--- src/rtl/syn_mod3.sv ---
// syn_mod3: unsigned WIDTH-bit operand modulo 3 via a balanced base-4 digit-sum tree.
// Ports: clk, reset (sync, active-high), in[WIDTH-1:0], i_valid -> out[1:0], o_valid.
// Macro SYN_MOD3_PIPE_EN registers out/o_valid at the tree root (1-cycle latency);
// without it the block is purely combinational and clk/reset are ignored.
module syn_mod3 #(
  parameter int WIDTH = 32
) (
  input  logic             clk,
  input  logic             reset,
  input  logic [WIDTH-1:0] in,
  input  logic             i_valid,
  output logic [1:0]       out,
  output logic             o_valid
);

  if (WIDTH < 1 || WIDTH > 32) begin : g_bad_width
    $error("syn_mod3: WIDTH must be in 1..32");
  end

  // Number of base-4 digits after padding to an even width.
  localparam int D  = (WIDTH + 1) / 2;
  localparam int EW = 2 * D;

  function automatic int tree_levels(input int n);
    int m;
    int l;
    m = n;
    l = 0;
    while (m > 1) begin
      m = (m + 1) / 2;
      l++;
    end
    return l;
  endfunction

  function automatic int level_nodes(input int l);
    int m;
    m = D;
    for (int i = 0; i < l; i++) begin
      m = (m + 1) / 2;
    end
    return m;
  endfunction

  localparam int LV = tree_levels(D);

  // 4 == 1 (mod 3), so each base-4 digit contributes its own residue.
  function automatic logic [1:0] norm3(input logic [1:0] d);
    return (d == 2'd3) ? 2'd0 : d;
  endfunction

  // (a + b) mod 3 for residues a, b in 0..2.
  function automatic logic [1:0] add3(
    input logic [1:0] a,
    input logic [1:0] b
  );
    logic [1:0] s;
    case ({a, b})
      4'h0:    s = 2'd0;
      4'h1:    s = 2'd1;
      4'h2:    s = 2'd2;
      4'h4:    s = 2'd1;
      4'h5:    s = 2'd2;
      4'h6:    s = 2'd0;
      4'h8:    s = 2'd2;
      4'h9:    s = 2'd0;
      4'hA:    s = 2'd1;
      default: s = 2'd0;
    endcase
    return s;
  endfunction

  logic [EW-1:0] op;
  logic [1:0]    tree [LV+1][D];
  logic [1:0]    root;

  assign op = EW'(in);

  for (genvar k = 0; k < D; k++) begin : g_leaf
    assign tree[0][k] = norm3(op[2*k +: 2]);
  end

  for (genvar l = 1; l <= LV; l++) begin : g_lvl
    localparam int NP = level_nodes(l - 1);
    localparam int NC = level_nodes(l);
    for (genvar k = 0; k < D; k++) begin : g_node
      if (k < NC && (2 * k + 1) < NP) begin : g_add
        assign tree[l][k] = add3(tree[l-1][2*k], tree[l-1][2*k+1]);
      end else if (k < NC) begin : g_pass
        // Odd leftover node carries straight up.
        assign tree[l][k] = tree[l-1][2*k];
      end else begin : g_idle
        assign tree[l][k] = 2'd0;
      end
    end
  end

  assign root = tree[LV][0];

`ifdef SYN_MOD3_PIPE_EN
  always_ff @(posedge clk) begin
    if (reset) begin
      out     <= 2'd0;
      o_valid <= 1'b0;
    end else begin
      out     <= root;
      o_valid <= i_valid;
    end
  end
`else
  logic unused_clk_reset;
  assign unused_clk_reset = clk ^ reset;
  assign out     = root;
  assign o_valid = i_valid;
`endif

endmodule

--- config.mk ---
export PLATFORM = sky130hd
export DESIGN_NAME = syn_mod3
export DESIGN_NICKNAME = d
export VERILOG_FILES = /design/src/rtl/syn_mod3.sv
export SDC_FILE = /design/constraint.sdc
export NUM_CORES = 1
export LEC_CHECK = 0
export CAP_MARGIN = 40
export CORE_MARGIN = 2
export CORE_UTILIZATION = 59
export DETAILED_ROUTE_END_ITERATION = 8
export DONT_BUFFER_PORTS = 1
export PLACE_DENSITY_LB_ADDON = 0.25
export RECOVER_POWER = 100
export SYNTH_ARGS = -nofsm -noshare
export SYNTH_HDL_FRONTEND = slang
export SYNTH_SLANG_ARGS = --single-unit
--- constraint.sdc ---
create_clock -name vclk -period 10.45
set_clock_uncertainty 0.2 [all_clocks]
set_input_delay 2.09 -clock vclk [all_inputs]
set_output_delay 2.09 -clock vclk [all_outputs]
set_load 0.01 [all_outputs]
==> impl_metrics.env, run 1 <==
export IMPL_dp_hpwl_um=2530
export IMPL_slowest_delay_ps=520
export IMPL_post_cts_buffers=0
export IMPL_wl_um=2940
export IMPL_period_share=0.662
export IMPL_syn_num_nets=225
export IMPL_area_growth_syn_to_layout_pct=1.57
export IMPL_synth_warning_count=0
export IMPL_start_kind="primary input"
export IMPL_synth_distinct_cells=55
export IMPL_slew_violations=0
export IMPL_cp_max_fo=5
export IMPL_dr_first_iter_drc_count=27
export IMPL_post_cts_resized=0
export IMPL_avgSynthCellArea_um2=8.36
export IMPL_leakage_nw=0.652
export IMPL_maxCapViolations=0
export IMPL_die_area_um2=2850
export IMPL_nets=226
export IMPL_via_per_inst=6.77
export IMPL_synth_seq_area_share=0
export IMPL_synth_cells=172
export IMPL_worstMarginPinSlew_ps=500
export IMPL_cpMaxStageDelayCell="or4_1"
export IMPL_grt_max_degree=9
export IMPL_worst_ep_required_time_ps=8160
export IMPL_netlist_area_um2=1440
export IMPL_num_vias=1347
export IMPL_crit_path_end_kind="output pin"
export IMPL_status="completed"
export IMPL_power_mw=0.0977
export IMPL_holdCritPathClass="in -> out"
export IMPL_seq_cell_count=0
export IMPL_seqCellArea_um2=0
export IMPL_ctsHoldBuffers=0
export IMPL_hold_viol=0
export IMPL_drc_errors=0
export IMPL_final_common_cell="mux2i_1"
export IMPL_port_buffers=0
export IMPL_final_core_util=0.648
export IMPL_wl_per_cell_um=14.8
export IMPL_postRouteAntennaNets=0
export IMPL_grtUsageTotal=0.204
export IMPL_setup_viol=0
export IMPL_nClkBuffers=0
export IMPL_grt_pass1_wl_um=4600
export IMPL_fp_dieW_um=53.4
export IMPL_gr_total_overflow=0
export IMPL_mostFrequentLayoutCells="mux2i_1 (22), ha_1 (18), inv_1 (16)"
export IMPL_relSlewSlack=0.664
export IMPL_dr_pass1_iters=4
export IMPL_worstPathCellList="inv_1 -> ha_1 -> or3b_1 -> o211a_1 -> or4_1 -> a31oi_1 -> a311oi_1 -> o21ai_0 -> a21oi_1 -> o31ai_1"
export IMPL_multiInputGateArea_um2=1370
export IMPL_antennaDiodeCount=0
export IMPL_grt_pass1_vias=1246
export IMPL_vdd_ir_drop_max_uv=35.5
export IMPL_powerDensity_nw_per_um2=66.9
export IMPL_fmax_mhz=145
export IMPL_rsz0062_at_grt="false"
export IMPL_place_congestion=0.750
export IMPL_antenna_found_initial=0
export IMPL_fin_tns_setup_ps=0
export IMPL_die_h_um=53.4
export IMPL_initial_core_util=0.638
export IMPL_cp_arrival_ps=4630
export IMPL_period_minus_slack_ps=6920
export IMPL_ios=38
export IMPL_coreArea_um2=2250
export IMPL_drive_gt1_frac=0.146
export IMPL_worst_setup_path_type="in -> out"
export IMPL_fillers=192
export IMPL_placementRows=17
-- cell type report --
| cell class | instances | area share |
|---|---|---|
| multi-input cells | 155 | 0.935 |
| well taps | 28 | 0.0240 |
| inverters | 16 | 0.0411 |
-- where the power goes --
part | internal [mW] | total [mW] | leakage [nW] | switching [mW]
clock network | 0 | 0 | 0 | 0
registers | 0 | 0 | 0 | 0
logic | 0.0431 | 0.0977 | 0.652 | 0.0545
-- worst paths after layout --
kind	start	to	slack, ps	cells past startpoint
hold / removal	i_valid	o_valid	3980	0
setup / recovery	in[26]	out[0]	3530	10
-- critical path: cells and delay by family --
kind	cells	cell delay (ps)
compound gates	6	1310
simple gates	2	920
fa+ha+maj	1	280
buf+inv	1	20
-- stage by stage --
| step | instance area (um^2) | hold slack [ps] | setup WS (ps) | cells |
|---|---|---|---|---|
| floorplan | 1440 | 4070 | 3850 | 172 |
| global placement | 1470 | 3980 | 3710 | 199 |
| detailed placement | 1470 | 3980 | 3660 | 199 |
| CTS | 1470 | 3980 | 3650 | 199 |
| global route | 1460 | 3980 | 3290 | 199 |
| finish | 1460 | 3980 | 3530 | 199 |
-- metal layers --
layer	wire, um	GRT usage
met1	1190	0.223
met2	1610	0.412
met4	31	0.0342
met3	109	0.0226
met5	0	0
-- cell usage after synthesis (2+ instances only) --
master     n  area share
nor4_1     5       0.022
nor2_1     6       0.016
mux2_2     7       0.055
or3b_2     7       0.043
nand4_1   10       0.044
o31a_1     2       0.012
a21oi_1    2      0.0070
a41oi_1    2       0.012
nand2_1    4       0.010
xor2_1     7       0.043
o21ai_0    3       0.010
o211ai_1   5       0.026
xnor2_1    4       0.024
a31oi_1    3       0.013
nor2b_1    2      0.0087
mux2i_1   22        0.15
nand3_1    4       0.014
o211a_1    3       0.021
ha_1      18        0.16
or3b_1     6       0.037
inv_1     16       0.042
-- cell families after synthesis --
kind of cell / after synthesis / synth area share
multiplexers: 31 / 0.234
buffers and inverters: 17 / 0.0470
XOR/XNOR: 11 / 0.0670
AND/OR/NAND/NOR: 59 / 0.279
adder cells (fa/ha/maj): 18 / 0.157
AO/OA/AOI/OAI: 36 / 0.216
No activity file was read; power rests on OpenSTA's default activity.
==> run 2: changes to the inputs <==
==> constraint.sdc (replaced) <==
create_clock -name vclk -period 6.3
set_clock_uncertainty 0.2 [all_clocks]
set_input_delay 1.26 -clock vclk [all_inputs]
set_output_delay 1.26 -clock vclk [all_outputs]
set_load 0.01 [all_outputs]
==> impl_metrics.env, run 2 (synthesis results as in run 1) <==
export IMPL_status="completed"
export IMPL_grt_max_degree=9
export IMPL_via_per_inst=6.85
export IMPL_startpoint="in[10]"
export IMPL_p_int_mw=0.0715
export IMPL_cp_arrival_ps=3870
export IMPL_dp_cells=199
export IMPL_setup_viol=0
export IMPL_vdd_ir_drop_max_uv=61.6
export IMPL_dp_hpwl_um=2510
export IMPL_grt_pass1_vias=1284
export IMPL_port_buffers=0
export IMPL_start_kind="primary input"
export IMPL_slew_violations=0
export IMPL_fp_dieW_um=53.4
export IMPL_maxCapViolations=0
export IMPL_die_area_um2=2850
export IMPL_coreArea_um2=2250
export IMPL_hold_path_startpoint="i_valid"
export IMPL_ios=38
export IMPL_wl_met2_um=1590
export IMPL_wl_um=2860
export IMPL_period_minus_slack_ps=5330
export IMPL_dr_max_layer_used="met4"
export IMPL_num_vias=1364
export IMPL_leakage_nw=0.652
export IMPL_area_growth_syn_to_layout_pct=1.57
export IMPL_wl_per_cell_um=14.4
export IMPL_relSlewSlack=0.654
export IMPL_wl_met1_um=1150
export IMPL_powerDensity_nw_per_um2=110
export IMPL_p_seq_frac=0
export IMPL_crit_path_end_kind="output pin"
export IMPL_place_congestion=0.746
export IMPL_fmax_mhz=188
export IMPL_drive_gt1_frac=0.146
export IMPL_final_core_util=0.648
export IMPL_final_common_cell="mux2i_1"
export IMPL_hold_viol=0
export IMPL_placementRows=17
export IMPL_nClkBuffers=0
export IMPL_p_switching_mw=0.0893
export IMPL_seqCellArea_um2=0
export IMPL_period_share=0.846
export IMPL_seq_cell_count=0
export IMPL_mostFrequentLayoutCells="mux2i_1 (22), ha_1 (18), inv_1 (16)"
export IMPL_dr_pass1_iters=4
export IMPL_holdPathStages=0
export IMPL_worst_setup_path_type="in -> out"
export IMPL_postRouteAntennaNets=0
export IMPL_pre_cts_ws_ps=1110
export IMPL_initial_core_util=0.638
export IMPL_rsz0062_at_grt="false"
export IMPL_swShare=0.555
export IMPL_holdCritPathClass="in -> out"
export IMPL_dr_first_iter_drc_count=32
export IMPL_ctsHoldBuffers=0
export IMPL_gr_total_overflow=0
export IMPL_worst_ep_required_time_ps=4840
export IMPL_pwr_share_clk=0
export IMPL_power_mw=0.161
export IMPL_grtUsageTotal=0.222
export IMPL_route_met3_wl_um=115
export IMPL_grt_pass1_wl_um=5070
export IMPL_die_h_um=53.4
export IMPL_fin_tns_setup_ps=0
export IMPL_nets=226
export IMPL_post_cts_buffers=0
export IMPL_antenna_found_initial=0
export IMPL_cp_max_fo=5
export IMPL_combinationalPowerShare=1.000
export IMPL_post_cts_resized=0
export IMPL_antennaDiodeCount=0
export IMPL_stdcell_count=199
export IMPL_drc_errors=0
export IMPL_fin_ws_ps=973
export IMPL_worstMarginPinSlew_ps=514
-- run 2: cell counts in the layout (fill, tap and decap cells not counted) --
Identical to the previous run, type by type.
-- run 2: power by group through the flow --
| stage | clock network [mW] | registers, mW | logic [mW] |
|---|---|---|---|
| 6_report | 0 | 0 | 0.161 |
| 5_1_grt | 0 | 0 | 0.180 |
| 4_1_cts | 0 | 0 | 0.163 |
| 3_5_place_dp | 0 | 0 | 0.162 |
| 3_3_place_gp | 0 | 0 | 0.153 |
| 2_1_floorplan | 0 | 0 | 0.138 |
-- run 2: per-layer routing --
metal,up-vias,GRT usage
met5,-,0
met4,0,0.0171
met3,2,0.0141
met2,36,0.451
met1,651,0.254
li1,675,-
-- run 2: final cells by class --
type	count	area (um^2)
multi-input combinational	155	1370
fill	214	795
inverter	16	60.1
tap	28	35.0
-- run 2: worst paths after layout --
path | endpoint | slack [ps]
min | o_valid | 2320
max | out[0] | 970
-- run 2: critical path: stages --
cell	delay (ps)
inv_1	20
ha_1	290
or3b_1	410
o211ai_1	220
nand4_1	170
nand3_1	190
mux2i_1	220
a41oi_1	200
or3_1	430
o31ai_1	450
-- run 2: through the flow --
stage | hold slack (ps) | cell area [um^2]
after CTS | 2320 | 1470
after global placement | 2320 | 1470
after global routing | 2320 | 1460
after detailed placement | 2320 | 1470
after floorplan | 2410 | 1440
final | 2320 | 1460
